`config.mk`:
```
export PLATFORM = sky130hd
export DESIGN_NAME = multiplier_pipelined
export DESIGN_NICKNAME = d
export VERILOG_FILES = /design/src/rtl/rv32imc_types.sv /design/src/rtl/multiplier_core.sv /design/src/rtl/multiplier_pipelined.sv
export SDC_FILE = /design/constraint.sdc
export NUM_CORES = 2
export LEC_CHECK = 0
export ABC_CLOCK_PERIOD_IN_PS = 20300
export BUFFER_PORTS_ARGS = -buffer_cell sky130_fd_sc_hd__buf_2
export CORE_MARGIN = 2
export CORE_UTILIZATION = 62
export CTS_CLUSTER_SIZE = 16
export DETAILED_ROUTE_END_ITERATION = 10
export GPL_TIMING_DRIVEN = 1
export HOLD_SLACK_MARGIN = 0.03
export PLACE_DENSITY = 0.87
export SKIP_LAST_GASP = 1
export SYNTH_ARGS = -nofsm -noshare
export SYNTH_HDL_FRONTEND = slang
export SYNTH_SLANG_ARGS = --single-unit
```
`constraint.sdc`:
```
create_clock -name clk -period 20.3 [get_ports clk]
set_input_delay 4.06 -clock clk [delete_from_list [all_inputs] [get_ports clk]]
set_output_delay 4.06 -clock clk [all_outputs]
set_load 0.02 [all_outputs]
```
`src/rtl/rv32imc_types.sv`:
```
// Shared execute-stage types: multiplier op encoding and the pipeline stage record.
package rv32imc_types;

    typedef enum logic [1:0] {
        MUL_LO  = 2'b00,
        MUL_H   = 2'b01,
        MUL_HSU = 2'b10,
        MUL_HU  = 2'b11
    } mul_op_t;

    // Default widths for the stage record; modules with other XLEN/TAG_W declare
    // a local struct with the same {valid, data, tag} field order.
    localparam int unsigned MUL_XLEN  = 32;
    localparam int unsigned MUL_TAG_W = 5;

    typedef struct packed {
        logic                 valid;
        logic [MUL_XLEN-1:0]  data;
        logic [MUL_TAG_W-1:0] tag;
    } mul_stage_t;

    // Every op except MUL_LO returns the upper half of the product.
    function automatic logic mul_takes_high(mul_op_t op);
        return op != MUL_LO;
    endfunction

endpackage

```
`src/rtl/multiplier_core.sv`:
```
// Combinational (XLEN+1)x(XLEN+1) signed multiply with result-half select.
// Kept free of registers so synthesis can retime the downstream stages into it.
module multiplier_core
    import rv32imc_types::*;
#(
    parameter int unsigned XLEN = 32
) (
    input  logic [XLEN-1:0] op_a_i,
    input  logic [XLEN-1:0] op_b_i,
    input  mul_op_t         op_i,
    output logic [XLEN-1:0] result_o
);

    logic [XLEN:0]       a_ext;
    logic [XLEN:0]       b_ext;
    logic [2*XLEN+1:0]   a_wide;
    logic [2*XLEN+1:0]   b_wide;
    logic [2*XLEN+1:0]   prod;
    logic                unused_prod_top;

    // Extend operands per op signedness, then multiply; sign-extending both to the
    // full product width makes an unsigned multiply yield the two's complement result.
    always_comb begin
        a_ext    = {((op_i == MUL_H) || (op_i == MUL_HSU)) & op_a_i[XLEN-1], op_a_i};
        b_ext    = {(op_i == MUL_H) & op_b_i[XLEN-1], op_b_i};
        a_wide   = {{(XLEN+1){a_ext[XLEN]}}, a_ext};
        b_wide   = {{(XLEN+1){b_ext[XLEN]}}, b_ext};
        prod     = a_wide * b_wide;
        result_o = mul_takes_high(op_i) ? prod[2*XLEN-1:XLEN] : prod[XLEN-1:0];
    end

    assign unused_prod_top = ^prod[2*XLEN+1:2*XLEN];

endmodule

```
`src/rtl/multiplier_pipelined.sv`:
```
// Fully pipelined M-extension multiplier: product and half-select in stage 0,
// then DEPTH plain register stages. One global advance signal freezes all stages
// under backpressure; flush drops every in-flight op.
// Optional build macro MULTIPLIER_PERF_EN adds saturating perf_ops/perf_stall counters.
module multiplier_pipelined
    import rv32imc_types::*;
#(
    parameter int unsigned XLEN  = 32,  // >= 8
    parameter int unsigned DEPTH = 2,   // 0..8
    parameter int unsigned TAG_W = 5
) (
    input  logic             clk,
    input  logic             rst_n,
    input  logic             flush,
    input  logic             in_valid,
    output logic             in_ready,
    input  logic [XLEN-1:0]  in_a,
    input  logic [XLEN-1:0]  in_b,
    input  logic [1:0]       in_op,
    input  logic [TAG_W-1:0] in_tag,
    output logic             out_valid,
    input  logic             out_ready,
    output logic [XLEN-1:0]  out_data,
    output logic [TAG_W-1:0] out_tag
`ifdef MULTIPLIER_PERF_EN
    ,
    output logic [31:0]      perf_ops,
    output logic [31:0]      perf_stall
`endif
);

    typedef struct packed {
        logic             valid;
        logic [XLEN-1:0]  data;
        logic [TAG_W-1:0] tag;
    } stage_t;

    stage_t [DEPTH:0] stage_q;
    stage_t [DEPTH:0] stage_d;
    logic [XLEN-1:0]  prod_res;
    logic             adv;

    multiplier_core #(
        .XLEN (XLEN)
    ) u_core (
        .op_a_i   (in_a),
        .op_b_i   (in_b),
        .op_i     (mul_op_t'(in_op)),
        .result_o (prod_res)
    );

    // Whole pipe moves only if the last slot is empty or being drained.
    assign adv       = ~stage_q[DEPTH].valid | out_ready;
    assign in_ready  = adv;
    assign out_valid = stage_q[DEPTH].valid;
    assign out_data  = stage_q[DEPTH].data;
    assign out_tag   = stage_q[DEPTH].tag;

    // Next state: shift on advance (bubbles included), then flush kills all valids.
    always_comb begin
        stage_d = stage_q;
        if (adv) begin
            stage_d[0].valid = in_valid;
            stage_d[0].data  = prod_res;
            stage_d[0].tag   = in_tag;
            for (int i = 1; i <= int'(DEPTH); i++) begin
                stage_d[i] = stage_q[i-1];
            end
        end
        if (flush) begin
            for (int i = 0; i <= int'(DEPTH); i++) begin
                stage_d[i].valid = 1'b0;
            end
        end
    end

    // Pipeline registers with synchronous active-low reset (reset beats flush).
    always_ff @(posedge clk) begin
        if (!rst_n) begin
            stage_q <= '0;
        end else begin
            stage_q <= stage_d;
        end
    end

`ifdef MULTIPLIER_PERF_EN
    logic [31:0] perf_ops_q;
    logic [31:0] perf_ops_d;
    logic [31:0] perf_stall_q;
    logic [31:0] perf_stall_d;

    // Saturating counts of result handoffs and output stall cycles.
    always_comb begin
        perf_ops_d   = perf_ops_q;
        perf_stall_d = perf_stall_q;
        if (out_valid && out_ready && (perf_ops_q != '1)) begin
            perf_ops_d = perf_ops_q + 32'd1;
        end
        if (out_valid && !out_ready && (perf_stall_q != '1)) begin
            perf_stall_d = perf_stall_q + 32'd1;
        end
    end

    // Counter registers.
    always_ff @(posedge clk) begin
        if (!rst_n) begin
            perf_ops_q   <= '0;
            perf_stall_q <= '0;
        end else begin
            perf_ops_q   <= perf_ops_d;
            perf_stall_q <= perf_stall_d;
        end
    end

    assign perf_ops   = perf_ops_q;
    assign perf_stall = perf_stall_q;
`endif

endmodule

```
Word-level counts from Yosys, hierarchy flattened
Cells that the tools add are included.
{"block": "classes", "n_reduce_logical": 3, "bitwise": 5, "muxes": 1, "n_eq_ne": 2, "n_mul": 1}
{"operator": "$mul 33x33->64", "n": 1}
{"operator": "$mux 32", "n": 1}
{"operator": "$and 1x1->1", "n": 2}
{"operator": "$eq 2x1->1 const B", "n": 1}
{"operator": "$eq 2x2->1 const B", "n": 1}
{"operator": "$not 1->1", "n": 2}
{"operator": "$reduce_bool 2->1", "n": 1}
{"operator": "$reduce_or 2->1", "n": 1}
{"operator": "$logic_or 1x1->1", "n": 1}
{"operator": "$or 1x1->1", "n": 1}
{"block": "word_totals", "regBits": 114, "out_inout_bits": 39, "wordCells": 21, "in_bits": 76}

Logic depth before layout (Yosys ltp)
{"block": "depth", "depth_word": 5, "mapped_depth": 32, "depth_no_buf": 29}

Hierarchy
From an unflattened synthesis, not the netlist that was laid out.
{"block": "unflattened", "hier_cells": 4846, "hier_area_um2": 42823.6}
{"mod": "multiplier_core", "area_each_um2": 38244.2, "cells_per_inst": 4314, "n_inst": 1}
{"mod": "multiplier_pipelined", "area_each_um2": 4579.4, "cells_per_inst": 532, "n_inst": 1}

Worst setup path after synthesis
Ideal clock, no wire load.
{"block": "synth_path", "path_kind": "input -> register", "start": "input port in_op[1]", "end": "register stage_q[28] (netlist bit)", "cell_stages": 32, "arrival_time_ns": 12.215, "path_slack_ns": 7.967, "setup_ns": 0.119, "t_required_ns": 20.181, "path_buffers": 3, "path_cell_list": "inv_1 -> ha_1 -> clkbuf_1 -> and2_1 -> clkbuf_1 -> nand2_1 -> inv_1 -> fa_1 -> inv_1 -> fa_1 -> inv_1 -> fa_1 -> fa_1 -> inv_1 -> fa_1 -> inv_1 -> fa_1 -> inv_1 -> fa_1 -> fa_1 -> inv_1 -> ha_1 -> buf_2 -> a21o_1 -> a21o_1 -> a21oi_1 -> and2_1 -> a22o_1 -> a21oi_2 -> a311oi_2 -> mux2_1 -> o221a_1"}
{"block": "synth_via", "elab_chain_cells": 5, "elab_cells_between_ends": 8, "cone_classes": "1 x mul; 2 x eq/ne; 1 x mux; 2 x bitwise; 2 x reduce/logical"}
{"element": "from (decl)", "line_no": "multiplier_pipelined.sv:19", "text": "input logic [1:0] in_op,"}
{"element": "$eq 2x1->1 or $eq 2x2->1 (tied branches)", "line_no": "multiplier_core.sv:24, multiplier_core.sv:25"}
{"element": "$logic_or 1x1->1", "line_no": "multiplier_core.sv:24", "text": "a_ext = {((op_i == MUL_H) || (op_i == MUL_HSU)) & op_a_i[XLEN-1], op_a_i};"}
{"element": "$and 1x1->1", "line_no": "multiplier_core.sv:24"}
{"element": "$mul 33x33->64", "line_no": "multiplier_core.sv:28", "text": "prod = a_wide * b_wide;"}
{"element": "$mux 32 *", "line_no": "multiplier_core.sv:29", "text": "result_o = mul_takes_high(op_i) ? prod[2*XLEN-1:XLEN] : prod[XLEN-1:0];"}
{"element": "to (signal assigned)", "line_no": "multiplier_pipelined.sv:82", "text": "stage_q <= stage_d;"}
{"element": "to (decl)", "line_no": "multiplier_pipelined.sv:38", "text": "stage_t [DEPTH:0] stage_q;"}
Mark *: on every way between the ends. The rest lies on a longest branch, timed or not.
A chain may end at the register's enable or synchronous reset.

Worst setup path in the final report
{"block": "layout_path", "start": "input port in_op[0]", "end": "register stage_q[28] (netlist bit)"}
Same word-level chain as after synthesis.

==> flow_summary.json <==
{
  "placed_area_sq_um": 43280,
  "register_area_sq_um": 2282,
  "maxSlewViolCount": 0,
  "synth_compound_area_share_pct": 5.770,
  "nets": 6098,
  "cts_setup_buffers": 0,
  "run_status": "finished, final reports clean",
  "grt_pass1_vias": 36288,
  "grt_pass1_wl_um": 182100,
  "ios": 115,
  "async_flop_share_pct": 0,
  "yosysSeqAreaShare_pct": 5.340,
  "first_pass_iters": 6,
  "cts.hold.buffers_added": 0,
  "cts.sinks": 114,
  "cp-start-kind": "input pin",
  "avgSynthCellArea_sq_um": 8.844,
  "mostFrequentLayoutCell": "inv_1",
  "max_stage_delay_ns": 0.93,
  "ys_dominant_reg_cell": "dfxtp_1",
  "tns_ns": 0,
  "synth_top_family_by_area": "adder cells",
  "multiInputGateArea_sq_um": 34690,
  "clk_latency_ns": 0.42,
  "design_area_sq_um": 43900,
  "postRouteAntennaNets": 0,
  "final_hold_viol_count": 0,
  "dp_hpwl_um": 85910,
  "worst_pin_slew_ns": 0.9988,
  "critical_path_required_ns": 20.60,
  "final_cell_mix": "inv_1 (1192), fa_1 (1125), nand2_1 (980)",
  "gp_congestion": 0.9624,
  "synth_mux_area_share_pct": 0.1669,
  "relSlewSlack_pct": 33.41,
  "h-tree-depth": 4,
  "yosys.area_share.adder_pct": 58.96,
  "synth_cell_types": 74,
  "worst_ep_arrival_time_ns": 13.62,
  "yosysWarnings": 0,
  "cts_tree": "built",
  "cts-resized-gates": 0,
  "fmax_mhz": 75.10,
  "cp_num_buf_inv": 9,
  "grt_overflow_total": 0,
  "holdWs_ns": 0.4453,
  "path_max_fanout": 20,
  "avgRoutedWirePerCell_um": 19.51,
  "synthesis.nets": 6248,
  "antenna_found_initial": 3,
  "end_kind": "flip-flop",
  "netlist_area_sq_um": 42740,
  "n_fill_cell": 5201,
  "drive_gt1_share_pct": 4.174,
  "drt_iter0_drc": 2678,
  "synthSimpleGateAreaFrac_pct": 14.97,
  "clockBufferDepth": 2,
  "hold_class": "reg -> reg",
  "die-width_um": 266.6,
  "crit_family": "adder cells",
  "via_per_inst": 5.796,
  "vias": 32338,
  "ys_ff_latch": 114,
  "drv_cap": 0,
  "post-route-period-util_pct": 65.60,
  "rsz0062_at_grt": "no",
  "finalSetupViolations": 0,
  "fin_skew_ns": 0.009941,
  "die_h_um": 266.6,
  "crit_type": "in -> reg",
  "synth_xor_area_share_pct": 1.291,
  "area_growth_pct": 2.720,
  "clk_pin_slew_ns": 0.06,
  "die-area_sq_um": 71050,
  "synth_cells": 4833,
  "coreArea_sq_um": 68470,
  "wl_um": 108800,
  "grt_usage_pct": 32.39,
  "synth_edf_count": 0,
  "period_needed_ns": 13.32,
  "cts_root_buffer": "clkbuf_16",
  "drc": 0,
  "cp_slowest_cell": "fa_1",
  "numCtsBuffers": 17,
  "portBuffers": 114,
  "rows": 96,
  "grt_max_degree": 100,
  "initial_core_util_pct": 62.43
}
-- cell usage after synthesis (6+ instances only) --
cell type | instances | area [sq um]
a211oi_1 | 12 | 90.09
a21boi_0 | 55 | 412.9
a21o_1 | 34 | 255.2
a21oi_1 | 104 | 520.5
a31oi_1 | 18 | 112.6
and2_1 | 278 | 1739
and3_1 | 22 | 137.6
buf_2 | 6 | 30.03
buf_4 | 39 | 292.8
clkbuf_1 | 253 | 949.7
dfxtp_1 | 114 | 2282
fa_1 | 1125 | 22520
ha_1 | 214 | 2678
inv_1 | 1193 | 4478
mux2i_1 | 6 | 60.06
nand2_1 | 980 | 3679
nand3_1 | 22 | 110.1
nand4_1 | 15 | 93.84
nor2_1 | 80 | 300.3
nor3_1 | 9 | 45.04
o211ai_1 | 6 | 45.04
o21a_1 | 8 | 60.06
o21ai_0 | 51 | 255.2
o21ai_1 | 10 | 50.05
o21bai_1 | 11 | 82.58
o221ai_1 | 11 | 96.34
or2_2 | 10 | 62.56
xnor2_1 | 40 | 350.3
xor2_1 | 23 | 201.4
-- cell type report --
class,instances,area share (%)
diodes,1,0.005700
clock buffers,17,0.9690
clock inverters,15,0.4474
inverters,1195,10.22
multi-input cells,3222,79.02
flip-flops and latches,114,5.198
well taps,882,2.514
repair buffers,133,1.624
-- worst reg2reg max path: stages (launching register included) --
cell and delay [ns]:
dfxtp_1 0.33, nor2b_4 0.13, buf_4 0.77, clkinv_2 0.78
buf_4 0.62, o21ai_0 0.30, a21oi_1 0.06, o311ai_0 0.11
o2bb2ai_1 0.09
-- state kept, by name, summed over array words and instances, names as in the netlist --
register and cells:
stage_q 76, out_tag 5, out_data 32, out_valid 1
-- metal layers --
| metal | wire length [um] | track usage (%) |
|---|---|---|
| met1 | 39620 | 40.98 |
| met2 | 52820 | 54.36 |
| met3 | 10290 | 5.729 |
| met4 | 6087 | 15.41 |
| met5 | 0 | 0 |
-- per-stage QoR --
| stage | setup slack (ns) | cells | util, % |
|---|---|---|---|
| after floorplan | 7.967 | 4833 | - |
| after global placement | 7.025 | 5546 | 63.21 |
| after detailed placement | 6.641 | 5546 | 63.21 |
| after CTS | 7.066 | 5578 | 64.12 |
| after global routing | 6.539 | 5578 | 64.12 |
| final | 6.984 | 5579 | 64.12 |
-- final timing paths --
path	startpoint	endpoint	slack, ns	depth (start not counted)
worst min register to register	out_data[15]$_SDFFE_PN0P_	out_data[15]$_SDFFE_PN0P_	0.45	2
worst max register to register	out_valid$_SDFFE_PP0P_	stage_q[36]$_SDFFE_PN0P_	17.00	8
worst min-delay path	out_data[15]$_SDFFE_PN0P_	out_data[15]$_SDFFE_PN0P_	0.45	2
worst max-delay path	in_op[0]	stage_q[28]$_SDFFE_PN0P_	6.98	30
-- cell families (layout without fill, tap and decap cells) --
| group | count (synthesis) | count (layout) |
|---|---|---|
| flip-flops | 114 | 114 |
| XOR/XNOR | 63 | 63 |
| buffers and inverters | 1497 | 1360 |
| AO/OA/AOI/OAI | 369 | 369 |
| multiplexers | 7 | 7 |
| other | 0 | 1 |
| adder cells (fa/ha/maj) | 1339 | 1339 |
| AND/OR/NAND/NOR | 1444 | 1444 |
Power is left out: the tool's default activity adds up to more than one toggle a clock period on the data nets, which glitch-free logic cannot reach.
